===== config.mk =====
export PLATFORM = sky130hd
export DESIGN_NAME = present_cipher_core
export DESIGN_NICKNAME = d
export VERILOG_FILES = /design/src/rtl/present_pkg.sv /design/src/rtl/present_sbox4.sv /design/src/rtl/present_cipher_core.sv
export SDC_FILE = /design/constraint.sdc
export NUM_CORES = 1
export LEC_CHECK = 0
export ABC_CLOCK_PERIOD_IN_PS = 3950
export CAP_MARGIN = 10
export CORE_UTILIZATION = 28
export DETAILED_ROUTE_END_ITERATION = 16
export GPL_TIMING_DRIVEN = 0
export HOLD_SLACK_MARGIN = 0.03
export PLACE_DENSITY = 0.48
export SYNTH_ARGS = -nofsm -noshare
export SYNTH_HDL_FRONTEND = slang
export SYNTH_SLANG_ARGS = --single-unit

===== constraint.sdc =====
create_clock -name clk -period 3.95 [get_ports clk]
set_input_delay 0.79 -clock clk [delete_from_list [all_inputs] [get_ports clk]]
set_output_delay 0.79 -clock clk [all_outputs]
set_load 0.02 [all_outputs]

===== src/rtl/present_pkg.sv =====
// Shared PRESENT definitions: S-box table, bit permutation, controller states, legal key sizes.
package present_pkg;

    localparam int KEY_W_80  = 80;
    localparam int KEY_W_128 = 128;

    localparam logic [3:0] SBOX_TABLE [16] = '{
        4'hC, 4'h5, 4'h6, 4'hB, 4'h9, 4'h0, 4'hA, 4'hD,
        4'h3, 4'hE, 4'hF, 4'h8, 4'h4, 4'h7, 4'h1, 4'h2
    };

    typedef enum logic [1:0] {
        IDLE = 2'd0,
        RUN  = 2'd1,
        DONE = 2'd2
    } state_e;

    // Bit i moves to (16*i) mod 63; bit 63 is a fixed point.
    function automatic logic [63:0] player(input logic [63:0] s);
        logic [63:0] p;
        p = '0;
        for (int i = 0; i < 63; i++) begin
            p[(16 * i) % 63] = s[i];
        end
        p[63] = s[63];
        return p;
    endfunction

endpackage


===== src/rtl/present_sbox4.sv =====
// 4-bit PRESENT S-box, purely combinational.
module present_sbox4
    import present_pkg::*;
(
    input  logic [3:0] x_i,
    output logic [3:0] y_o
);

    assign y_o = SBOX_TABLE[x_i];

endmodule


===== src/rtl/present_cipher_core.sv =====
// Iterative PRESENT encryption core: one full round per clock, 80- or 128-bit key.
module present_cipher_core
    import present_pkg::*;
#(
    parameter int KEY_WIDTH = 80,
    parameter int ROUNDS    = 31
)
(
    input  logic                 clk,
    input  logic                 rst,
    input  logic                 start,
    output logic                 ready,
    input  logic [63:0]          plaintext,
    input  logic [KEY_WIDTH-1:0] key,
    output logic [63:0]          ciphertext,
    output logic                 valid,
    output logic                 busy
);

    if (KEY_WIDTH != KEY_W_80 && KEY_WIDTH != KEY_W_128) begin : g_bad_key_width
        $error("present_cipher_core: KEY_WIDTH must be 80 or 128");
    end
    if (ROUNDS < 1 || ROUNDS > 31) begin : g_bad_rounds
        $error("present_cipher_core: ROUNDS must be in 1..31");
    end

    localparam int         KW       = KEY_WIDTH;
    localparam int         CNT_LSB  = (KW == KEY_W_128) ? 62 : 15;
    localparam logic [4:0] LAST_CNT = 5'(ROUNDS);

    state_e         fsm_q, fsm_d;
    logic [63:0]    state_q, state_d;
    logic [KW-1:0]  key_q, key_d;
    logic [4:0]     cnt_q, cnt_d;
    logic [63:0]    ct_q, ct_d;

    logic [63:0]    sbox_in, sbox_out, round_state;
    logic [KW-1:0]  key_rot, key_next;
    logic [3:0]     ks_out_hi, ks_out_lo;

    assign sbox_in = state_q ^ key_q[KW-1 -: 64];

    for (genvar n = 0; n < 16; n++) begin : g_data_sbox
        present_sbox4 u_sbox (
            .x_i (sbox_in[4*n +: 4]),
            .y_o (sbox_out[4*n +: 4])
        );
    end

    assign round_state = player(sbox_out);

    // Key schedule: rotate left by 61, substitute top nibble(s), mix in round counter.
    assign key_rot = {key_q[KW-62:0], key_q[KW-1:KW-61]};

    present_sbox4 u_ks_hi (
        .x_i (key_rot[KW-1 -: 4]),
        .y_o (ks_out_hi)
    );

    if (KW == KEY_W_128) begin : g_ks128
        present_sbox4 u_ks_lo (
            .x_i (key_rot[KW-5 -: 4]),
            .y_o (ks_out_lo)
        );
    end else begin : g_ks80
        assign ks_out_lo = key_rot[KW-5 -: 4];
    end

    always_comb begin
        key_next               = key_rot;
        key_next[KW-1 -: 4]    = ks_out_hi;
        key_next[KW-5 -: 4]    = ks_out_lo;
        key_next[CNT_LSB +: 5] = key_rot[CNT_LSB +: 5] ^ cnt_q;
    end

    always_comb begin
        fsm_d   = fsm_q;
        state_d = state_q;
        key_d   = key_q;
        cnt_d   = cnt_q;
        ct_d    = ct_q;
        unique case (fsm_q)
            IDLE: begin
                if (start) begin
                    fsm_d   = RUN;
                    state_d = plaintext;
                    key_d   = key;
                    cnt_d   = 5'd1;
                end
            end
            RUN: begin
                state_d = round_state;
                key_d   = key_next;
                // Final whitening is folded into the last round so DONE presents a registered result.
                if (cnt_q == LAST_CNT) begin
                    fsm_d = DONE;
                    ct_d  = round_state ^ key_next[KW-1 -: 64];
                end else begin
                    cnt_d = cnt_q + 5'd1;
                end
            end
            DONE: begin
                fsm_d = IDLE;
            end
            default: begin
                fsm_d = IDLE;
            end
        endcase
    end

    always_ff @(posedge clk) begin
        if (rst) begin
            fsm_q   <= IDLE;
            state_q <= '0;
            key_q   <= '0;
            cnt_q   <= '0;
            ct_q    <= '0;
        end else begin
            fsm_q   <= fsm_d;
            state_q <= state_d;
            key_q   <= key_d;
            cnt_q   <= cnt_d;
            ct_q    <= ct_d;
        end
    end

    assign ready      = (fsm_q == IDLE);
    assign busy       = (fsm_q == RUN) || (fsm_q == DONE);
    assign valid      = (fsm_q == DONE);
    assign ciphertext = ct_q;

endmodule

==> results.toml, run 1 <==
[global_route]
antenna_found_initial = 0
grtUsageTotal = 0.241
grt_pass1_vias = 11895
grt_pass1_wl_um = 82000
grt.overflow.total = 0
grt_max_degree = 14

[sta]
holdWs_ns = 0.455
rsz0062_at_grt = "false"
max_slew_margin = 0.136
drv_slew = 0
fin_crit_ns = 3.47
clock.fmax_mhz = 289
hold_violations = 0
fin_worst_skew_ns = 0.00939
period_share = 0.877
finalSetupTns_ns = 0
tightest_slew_ns = 1.29
worst_slack_ns = 0.484
finalSetupViolCount = 0

[route]
firstDrtPassIters = 7
vias_per_cell = 5.29
drtIter0Drc = 1277
num_vias = 12279
antenna_left = 0
wl_per_cell_um = 24.6
drc_errors = 0
drt_wl_total_um = 57000

[layout]
area_delta_synth_final_pct = 29.1
finalNetCount = 1950
fin_area_um2 = 16500
layoutNonFillerInstCount = 2320
regArea_um2 = 4300
fillers = 4610
drive_gt1_frac = 0.0654
n_antenna_cell = 0
multi_input_area_um2 = 7780
fin_util = 0.370

[worst_setup_path]
cp_data_required_time_ns = 4.34
rrSetupSlack_ns = 0.48
timing.critical_path.buf_inv = 3
worstSetupPathType = "flop to flop"
worst-path-max-fanout = 10
path_delay_family = "buffers and inverters"
cp.arrival_ns = 3.86
slowest_delay_ns = 0.74
cp-start-kind = "flop"
crit_path_top_delay_cell = "clkbuf_1"
end_kind = "flop"
path_cells = "ha_1 > and3_1 > ha_1 > and2_1 > clkbuf_1 > clkbuf_1 > buf_1 > a211oi_1"

[placement]
port_buffers = 211
dp.cells = 2276
place_area_um2 = 15600
pre_cts_ws_ns = 0.611
place_hpwl_um = 45800
gp_congestion = 0.935

[clocking]
clkSinkCount = 215
cts_hold_buffers = 0
root_buffer = "clkbuf_16"
htreeDepth = 1
post_cts_buffers = 0
clk_latency_ns = 0.56
tritoncts = "yes"
cts_max_path_buffers = 3
clk_pin_slew_ns = 0.06
cts_resized = 0
cts_buffers = 27

[hold_path]
hold_class = "flop to flop"

[synth]
synth_nets = 1710
ys_ff_latch = 215
synth-seq-area-share = 0.337
postSynthCellCount = 1473
syn_area_per_cell_um2 = 8.67
synth_common_cells = "nor2_1 (279), dfxtp_1 (215), ha_1 (90), nor3_1 (89), clkbuf_1 (82)"
synthTopCellsByArea = "dfxtp_1 (34%), ha_1 (8.8%), nor2_1 (8.2%), xnor2_1 (4.3%), xor2_1 (4.0%)"
yosysWarnings = 0
ys_types = 45
synth_area_leader_cell = "dfxtp_1"
synth-edff-count = 0
synth-main-ff-cell = "dfxtp_1"
syn_area_um2 = 12800
synthArstFlopShare = 0
yosysMostFrequentCell = "nor2_1"
synth.top_cell.area_share = 0.337

[die]
dieWidth_um = 216
die_h_um = 216
coreArea_um2 = 44600
start_util = 0.286
rows = 77
io_pins = 214
dieArea_um2 = 46500

[pwr]
sw_frac_of_total = 0.396
p_seq_frac = 0.314
clockPowerShare = 0.298
leakage_nw = 6.36
p_comb_frac = 0.389
p_total_mw = 8.47
p_int_mw = 5.11
irDropWorstVdd_mv = 0.284
pwr_density_cell_nw_per_um2 = 514
switchingPower_mw = 3.36

[flow_run]
drv_cap = 0

[outcome]
outcome = "finished, final reports clean"
[cells in the final DEF, fill, tap and decap left out, types with 59 or more instances in the layout]
| master | count |
|---|---|
| clkdlybuf4s50_1 | 211 |
| nor2_1 | 279 |
| xor2_1 | 59 |
| nor3_1 | 89 |
| dfxtp_1 | 215 |
| clkbuf_1 | 86 |
| inv_1 | 73 |
| ha_1 | 90 |
| nor4_1 | 74 |
| xnor2_1 | 63 |
[tightest hold or removal path, delay by kind of cell, from the launching register on]
kind	cells	cell delay, ns
AND/OR/NAND/NOR	1	0.04
flip-flops	1	0.32
AO/OA/AOI/OAI	1	0.05
[kinds of logic after synthesis]
family	synth area share
AO/OA/AOI/OAI	0.112
XOR/XNOR	0.104
adder cells (fa/ha/maj)	0.0881
buffers and inverters	0.0542
flip-flops	0.337
multiplexers	0.0901
AND/OR/NAND/NOR	0.215
[power by group through the flow]
stage,combinational [mW],sequential [mW],clock [mW]
after floorplan,2.07,2.57,0
after global placement,3.21,2.70,0
after detailed placement,3.25,2.70,0
after CTS,3.28,2.65,2.53
after global routing,3.52,2.67,2.64
final,3.29,2.66,2.52
[layout make-up]
class                      count  area share
buffer                       105      0.0253
clock buffer                  37      0.0469
clock inverter                 7     0.00554
inverter                      73      0.0166
multi-input combinational   1080       0.472
sequential                   215       0.261
tap                          592      0.0449
timing repair buffer         211       0.128
[registers in the layout, summed over array words and instances (netlist names)]
register	flops
key_q	80
ciphertext	64
state_q	64
cnt_q	5
fsm_q	2
[routing by layer]
| layer | up-vias | GRT usage | share of wire |
|---|---|---|---|
| met5 | - | 0 | 0 |
| met4 | 0 | 0.0631 | 0.027 |
| met3 | 84 | 0.0341 | 0.071 |
| met2 | 517 | 0.387 | 0.45 |
| met1 | 6005 | 0.335 | 0.45 |
| li1 | 5673 | - | - |
[worst paths after layout]
path                                     from                          end  depth (start not counted)
setup / recovery        cnt_q[0]$_SDFFE_PP0P_  ciphertext[47]$_SDFFE_PP0P_                          8
hold / removal    ciphertext[26]$_SDFFE_PP0P_  ciphertext[26]$_SDFFE_PP0P_                          2
setup reg to reg        cnt_q[0]$_SDFFE_PP0P_  ciphertext[47]$_SDFFE_PP0P_                          8
hold reg to reg   ciphertext[26]$_SDFFE_PP0P_  ciphertext[26]$_SDFFE_PP0P_                          2
Power figures use the tool's default switching activity.
==> run 2: changes to the inputs <==
Settings changed: CTS_CLUSTER_SIZE from default to 40.
==> results of run 2 <==
Same layout as run 1: the final DEF is identical, and so are final timing and power.
==> run 3: changes to the inputs <==
Settings changed: CORE_MARGIN from default to 2.
==> results.toml, run 3 (synthesis results as in run 1) <==
[die]
dieArea_um2 = 47400
rows = 78
dieWidth_um = 218
coreArea_um2 = 45200
io_pins = 214
start_util = 0.283
die_h_um = 218

[layout]
finalNetCount = 1950
layoutNonFillerInstCount = 2333
final_cell_mix = "nor2_1 (279), dfxtp_1 (215), clkdlybuf4s50_1 (211), ha_1 (90), nor3_1 (89)"
multi_input_area_um2 = 7780
regArea_um2 = 4300
area_delta_synth_final_pct = 29.7
fillers = 4688
drive_gt1_frac = 0.0687
n_antenna_cell = 0
largest_register_ffs = 80
regMostFlops = "key_q"
final_common_cell = "nor2_1"

[worst_setup_path]
r2r_cells = 8
worst-path-max-fanout = 10
cp-start-kind = "flop"
timing.critical_path.buf_inv = 3
end_kind = "flop"
cp_data_required_time_ns = 4.33
cp.depth = 8
path_delay_family = "buffers and inverters"
slowest_delay_ns = 0.75
crit_path_top_delay_cell = "clkbuf_1"
path_cells = "ha_1 > and3_1 > ha_1 > and2_1 > clkbuf_1 > clkbuf_1 > buf_1 > a211oi_1"
worstSetupPathType = "flop to flop"
cp.arrival_ns = 3.88

[clocking]
htreeDepth = 1
clkSinkCount = 215
clk_latency_ns = 0.55
clk_pin_slew_ns = 0.06
tritoncts = "yes"
cts_hold_buffers = 0
cts_buffers = 27
cts_resized = 0
root_buffer = "clkbuf_16"
cts_max_path_buffers = 3
post_cts_buffers = 0

[placement]
port_buffers = 211
place_hpwl_um = 46300
gp_congestion = 0.923
dp.cells = 2284

[global_route]
grt_pass1_wl_um = 81900
grt_pass1_vias = 11828
antenna_found_initial = 0
grt.overflow.total = 0
grt_max_degree = 13
grtUsageTotal = 0.239

[route]
drtIter0Drc = 1164
antenna_left = 0
drc_errors = 0
firstDrtPassIters = 8
drt_wl_total_um = 57400
num_vias = 12246
vias_per_cell = 5.25
wl_per_cell_um = 24.6

[sta]
fin_crit_ns = 3.49
hold_violations = 0
finalSetupTns_ns = 0
drv_slew = 0
holdWs_ns = 0.454
tightest_slew_ns = 1.10
finalSetupViolCount = 0
clock.fmax_mhz = 286
max_slew_margin = 0.262
fin_worst_skew_ns = 0.0142
period_share = 0.884
rsz0062_at_grt = "false"

[pwr]
pwr_density_cell_nw_per_um2 = 517
leakage_nw = 6.39
irDropWorstVdd_mv = 0.318

[hold_path]
hold_class = "flop to flop"
whs_path_depth = 2

[outcome]
outcome = "finished, final reports clean"

[flow_run]
drv_cap = 0
-- run 3: cell types whose count changed in the layout (fill, tap and decap cells not counted), sizes merged --
cell / change
clkbuf: +1
inv: -1
clkinvlp: +2
clkinv: +2
bufinv: +1
-- run 3: area by class of cell --
| cell class | instances | area share |
|---|---|---|
| clock buffer | 38 | 0.0481 |
| clock inverter | 11 | 0.00830 |
| multi-input combinational | 1080 | 0.469 |
| buffer | 105 | 0.0252 |
| tap | 600 | 0.0453 |
| inverter | 73 | 0.0165 |
| timing repair buffer | 211 | 0.127 |
| sequential | 215 | 0.260 |
-- run 3: per-stage QoR --
stage / area, um^2 / power (mW) / util / setup slack, ns
after floorplan: 12800 / 4.63 / - / 1.87
after global placement: 15600 / 5.91 / 0.346 / 0.608
after detailed placement: 15600 / 5.95 / 0.346 / 0.597
after CTS: 16600 / 8.57 / 0.367 / 0.565
after global routing: 16600 / 8.96 / 0.367 / 0.335
final: 16600 / 8.57 / 0.367 / 0.458
-- run 3: worst register-to-register path, cell delays in order, from the launching register on --
cell	delay (ns)
dfxtp_1	0.44
ha_1	0.22
and3_1	0.17
ha_1	0.30
and2_1	0.17
clkbuf_1	0.42
clkbuf_1	0.75
buf_1	0.69
a211oi_1	0.18
-- run 3: power by group --
group	switching (mW)	internal (mW)
clock network	1.02	1.59
registers	0.307	2.36
logic	2.01	1.27
total	3.34	5.23
-- run 3: path summary, 6_finish.rpt --
| kind | slack (ns) | startpoint | endpoint |
|---|---|---|---|
| hold reg to reg | 0.45 | ciphertext[25]$_SDFFE_PP0P_ | ciphertext[25]$_SDFFE_PP0P_ |
| hold / removal | 0.45 | ciphertext[25]$_SDFFE_PP0P_ | ciphertext[25]$_SDFFE_PP0P_ |
| setup / recovery | 0.46 | cnt_q[0]$_SDFFE_PP0P_ | ciphertext[37]$_SDFFE_PP0P_ |
| setup reg to reg | 0.46 | cnt_q[0]$_SDFFE_PP0P_ | ciphertext[37]$_SDFFE_PP0P_ |
-- run 3: layer usage --
layer | global-route usage | vias to the layer above | share of wire
li1 | - | 5675 | -
met2 | 0.383 | 534 | 0.45
met4 | 0.0826 | 0 | 0.034
met1 | 0.312 | 5953 | 0.43
met5 | 0 | - | 0
met3 | 0.0575 | 84 | 0.085
